`config.mk`:
```
export PLATFORM = sky130hd
export DESIGN_NAME = uart_rx_fifo
export DESIGN_NICKNAME = d
export VERILOG_FILES = /design/src/rtl/uart_rx_fifo.sv
export SDC_FILE = /design/constraint.sdc
export NUM_CORES = 1
export LEC_CHECK = 0
export ABC_AREA = 0
export CAP_MARGIN = 10
export CORE_MARGIN = 4
export CORE_UTILIZATION = 38
export CTS_BUF_LIST = sky130_fd_sc_hd__clkbuf_2
export DETAILED_ROUTE_END_ITERATION = 12
export DONT_BUFFER_PORTS = 1
export GPL_ROUTABILITY_DRIVEN = 0
export SYNTH_ARGS = -nofsm -noshare
export SYNTH_HDL_FRONTEND = slang
export SYNTH_SLANG_ARGS = --single-unit
```
`constraint.sdc`:
```
create_clock -name clk_50mhz -period 3.6 [get_ports clk_50mhz]
set_input_delay 0.72 -clock clk_50mhz [delete_from_list [all_inputs] [get_ports clk_50mhz]]
set_output_delay 0.72 -clock clk_50mhz [all_outputs]
set_load 0.01 [all_outputs]
```
`src/rtl/uart_rx_fifo.sv`:
```
`default_nettype none
// ============================================================================
//  Module      : uart_rx_fifo
//  Description : Captures bytes from a UART receiver through a ready/clear
//                handshake and queues them in a first-word-fall-through FIFO
//                with occupancy count and a sticky overrun flag.
//  Revision    : 1.0 - initial release
// ============================================================================
module uart_rx_fifo #(
    parameter int DEPTH = 16,
    parameter int AW    = 4
) (
    input  logic          clk_50mhz,
    input  logic          rst_n,
    input  logic          rx_data_ready,
    input  logic [7:0]    data_out,
    output logic          rx_clear_ready,
    input  logic          rd_en,
    output logic [7:0]    rd_data,
    output logic          empty,
    output logic          full,
    output logic [AW:0]   count,
    output logic          overrun,
    input  logic          overrun_clear
);

    localparam logic [AW:0] c_full_count = (AW+1)'(DEPTH);

    typedef enum logic [0:0] {
        ST_IDLE = 1'b0,
        ST_ACK  = 1'b1
    } state_t;

    state_t        r_state;
    state_t        w_state_nxt;
    logic          w_capture;
    logic          w_wr;
    logic          w_pop;
    logic          w_drop;

    logic [7:0]    r_mem [DEPTH];
    logic [AW-1:0] r_wr_ptr;
    logic [AW-1:0] r_rd_ptr;
    logic [AW:0]   r_count;
    logic          r_overrun;

    // Capture FSM state register; reset aborts any handshake in progress.
    always_ff @(posedge clk_50mhz) begin
        if (!rst_n) begin
            r_state <= ST_IDLE;
        end else begin
            r_state <= w_state_nxt;
        end
    end

    // Capture FSM next state: a byte is taken only on the IDLE->ACK step,
    // so a receiver holding rx_data_ready high is captured exactly once.
    always_comb begin
        w_state_nxt = r_state;
        w_capture   = 1'b0;
        case (r_state)
            ST_IDLE: begin
                if (rx_data_ready) begin
                    w_capture   = 1'b1;
                    w_state_nxt = ST_ACK;
                end
            end
            ST_ACK: begin
                if (!rx_data_ready) begin
                    w_state_nxt = ST_IDLE;
                end
            end
            default: begin
                w_state_nxt = ST_IDLE;
            end
        endcase
    end

    assign empty = (r_count == '0);
    assign full  = (r_count == c_full_count);

    // A pop on a full FIFO frees the slot the simultaneous write needs.
    assign w_pop  = rd_en & ~empty;
    assign w_wr   = w_capture & (~full | rd_en);
    assign w_drop = w_capture & full & ~rd_en;

    // Storage write; contents are deliberately not cleared by reset.
    always_ff @(posedge clk_50mhz) begin
        if (rst_n && w_wr) begin
            r_mem[r_wr_ptr] <= data_out;
        end
    end

    // Pointers wrap naturally at DEPTH because DEPTH == 2**AW.
    always_ff @(posedge clk_50mhz) begin
        if (!rst_n) begin
            r_wr_ptr <= '0;
            r_rd_ptr <= '0;
        end else begin
            if (w_wr) begin
                r_wr_ptr <= r_wr_ptr + AW'(1);
            end
            if (w_pop) begin
                r_rd_ptr <= r_rd_ptr + AW'(1);
            end
        end
    end

    // Occupancy count: simultaneous write and pop leave it unchanged.
    always_ff @(posedge clk_50mhz) begin
        if (!rst_n) begin
            r_count <= '0;
        end else begin
            case ({w_wr, w_pop})
                2'b10:   r_count <= r_count + (AW+1)'(1);
                2'b01:   r_count <= r_count - (AW+1)'(1);
                default: r_count <= r_count;
            endcase
        end
    end

    // Sticky overrun flag; a drop on the same edge as a clear wins.
    always_ff @(posedge clk_50mhz) begin
        if (!rst_n) begin
            r_overrun <= 1'b0;
        end else if (w_drop) begin
            r_overrun <= 1'b1;
        end else if (overrun_clear) begin
            r_overrun <= 1'b0;
        end
    end

    assign rx_clear_ready = (r_state == ST_ACK);
    assign rd_data        = r_mem[r_rd_ptr];
    assign count          = r_count;
    assign overrun        = r_overrun;

endmodule
`default_nettype wire

```
==> run metrics <==
setup_tns=0 ns; Layout Area Growth over Synthesis=9.78%; CP Class=flip-flop to flip-flop; hold path cells=0; antenna violations before repair=0; total grt overflow=0; Initial DRC Count=228; Power Dens Cells=599 nW/um2; synthesized cell area=5910 um2; 1st-pass router iterations=4; worst path bufs/invs=1; largest net degree at the start of global routing=33; DP Wirelength=7330 um; run status=finished, final reports clean; hold_sp=data_out[7]; CP endpoint kind=flip-flop; Hold Crit Class=input pin to flip-flop; H-tree depth=4; Clock transition at path regs=0.21 ns; endpoints failing hold=0; Core Box Area=15,200 um2; critical-path cell list=or4_4, o21ai_1, inv_1, ha_1, ha_1, o21ai_0, or3_1, a2111oi_0, nand4b_1; unrepaired setup endpoints after global routing=false; total track usage=13.1%; DRT Wirelength=11,300 um; ys async rst share=0%; headroom to the max-slew limit=43.2%; total leakage power=2.06 nW; Slew Viols, Final=0; setup bufs post-CTS=0; Hold Slack=0.117 ns; max-cap viol count=0; Data arrival, critical path=3.90 ns; area post-placement=6150 um2; Final Power=0.00389 W; crit share post-route=90.9%; Final nets=373; Routed WL per cell=20.5 um; Max Clock Freq=305 MHz; crit-path max cell delay=0.63 ns; first-pass GRT wire length=17,300 um; Max VDD drop=0.000335 V; antenna viol nets, final=0; CTS max path bufs=2; diode count=0; cell mode on critical path=ha_1; Initial Util=38.9%; Mapped Avg Cell Area=17.9 um2; Slew @ Worst Pin=0.849 ns; # IOs=30; final core utilization=42.7%; clk_lat worst skew=0.69 ns; EDFF count, synth=128; die footprint=17,600 um2; hold path endpoint=r_mem[10][7]; R2R cell count=9; Clock Skew=0.0293 ns; chip width=133 um; vias per cell=5.23; Die Ht=133 um; required time of the critical path=4.23 ns; CP delay by family, top=simple AND/OR/NAND/NOR gates; CTS root buffer=clkbuf_2; reg-to-reg critical path endpoint=count[4]; final setup fails=0; fin crit period=3.27 ns; I/O Buffers=0; CTS buffer count=17; vias in the first global route=2,957; register-to-register setup slack=0.33 ns; row count=45; CP Max Fanout=9; count of different cell masters after synthesis=41; via count=2,885; ys flop type=edfxtp_1; layout cells sized above 1=22.3%; design area=6490 um2; CTS tree=built; syn_nets=353; Setup crit start kind=flip-flop; DR DRC count=0; Seq cells post-synth=147; Synth Instances=331; Synthesis Warnings=0; reg2reg start=count[1]; fraction of the yosys area taken by sequential cells=71.5%; Critical path origin=count[1]; slowest CP cell=or4_4; Sink Count=147
-- report_power, final --
part | switching (W) | internal [W]
Combinational | 0.000446 | 0.000430
Sequential | 0.000126 | 0.00191
Clock | 0.000580 | 0.000392
Total | 0.00115 | 0.00273
-- layout make-up --
| class | instances | area, um2 |
|---|---|---|
| fill | 1350 | 8710 |
| tap | 188 | 235 |
| sequential | 147 | 4230 |
| multi-input combinational | 161 | 1590 |
| clock buffer | 19 | 95.1 |
| inverter | 8 | 30.0 |
| timing repair buffer | 16 | 153 |
| clock inverter | 13 | 159 |
-- through the flow --
step / instances / setup slack, ns
floorplan: 331 / 0.584
global placement: 512 / 0.465
detailed placement: 512 / 0.361
CTS: 544 / 0.122
global route: 552 / 0.109
finish: 552 / 0.326
-- cell families after synthesis --
logic type	synth area share (%)
and+or+nand+nor	6.56
muxes	12.7
adders and majority gates	1.91
xor gates and xnor gates	1.04
DFF	71.5
AOI/OAI and AO/OA	4.68
buffers and inverters	1.65
-- synth_stat cells, types with 2 or more instances --
cell type  instances  area share, %
nand4b_1           3           0.44
buf_1              2           0.13
nand3_1           10           0.85
and2_1             2           0.21
o21a_1             2           0.25
a22oi_1           16            2.0
buf_2              3           0.25
xnor2_1            2           0.30
o21ai_0            3           0.25
a21oi_1            2           0.17
o211ai_1           2           0.25
or2_2              2           0.21
nand3b_1           2           0.25
clkbuf_1           9           0.57
ha_1               9            1.9
mux4_2            32             12
or3_1              2           0.21
nand4_1            2           0.21
nor3_1             2           0.17
nand2_1           11           0.70
mux2i_1            3           0.51
nor2b_1            3           0.32
xor2_1             5           0.74
nor2_1            31            2.0
inv_1              8           0.51
nand2b_1           3           0.32
edfxtp_1         128             65
dfxtp_1           19            6.4
-- layer usage --
| layer | track usage [%] | vias to the layer above | part of all wire [%] |
|---|---|---|---|
| met5 | 0 | - | 0 |
| met4 | 4.16 | 0 | 0.56 |
| met3 | 4.41 | 4 | 5.3 |
| met2 | 21.6 | 73 | 50 |
| met1 | 16.6 | 1444 | 44 |
| li1 | - | 1364 | - |
-- layout by cell type, fill, tap and decap left out, types with 5 or more instances in the layout --
cell type / n
dlygate4sd3_1: 8
mux4_2: 32
ha_1: 9
nor2_1: 31
nand3_1: 10
a22oi_1: 16
inv_1: 8
dfxtp_1: 18
xor2_1: 5
buf_4: 7
nand2_1: 11
clkbuf_2: 19
edfxtp_1: 128
-- flip-flops by register name, summed over array words and instances, names as in the netlist, named ones only --
signal,cells
count,5
overrun,1
r_mem,128
r_rd_ptr,4
r_wr_ptr,4
rx_clear_ready,1
-- worst max-delay path by stage --
| stage | depth (start not counted) | endpoint | slack [ns] |
|---|---|---|---|
| 6_report | 9 | count[4] | 0.33 |
| 5_1_grt | 9 | count[4] | 0.11 |
| 4_1_cts | 4 | rd_data[2] | 0.12 |
| 3_5_place_dp | 9 | count[4] | 0.36 |
| 3_3_place_gp | 9 | count[4] | 0.47 |
| 2_1_floorplan | 12 | count[4] | 0.58 |
-- worst register-to-register path: cells and delay by family, from the launching register on --
kind / cells / cell delay, ns
AOI/OAI and AO/OA: 3 / 0.83
buffers and inverters: 1 / 0.13
adders and majority gates: 2 / 0.69
and+or+nand+nor: 3 / 1.13
DFF: 1 / 0.45
-- what timing repair did --
action,4_1_cts,5_1_grt
gates resized for setup,0,1
endpoints found under the setup margin,0,1
endpoints found under the hold margin,0,58
hold buffers,0,8
(Power assumes the default switching activity.)
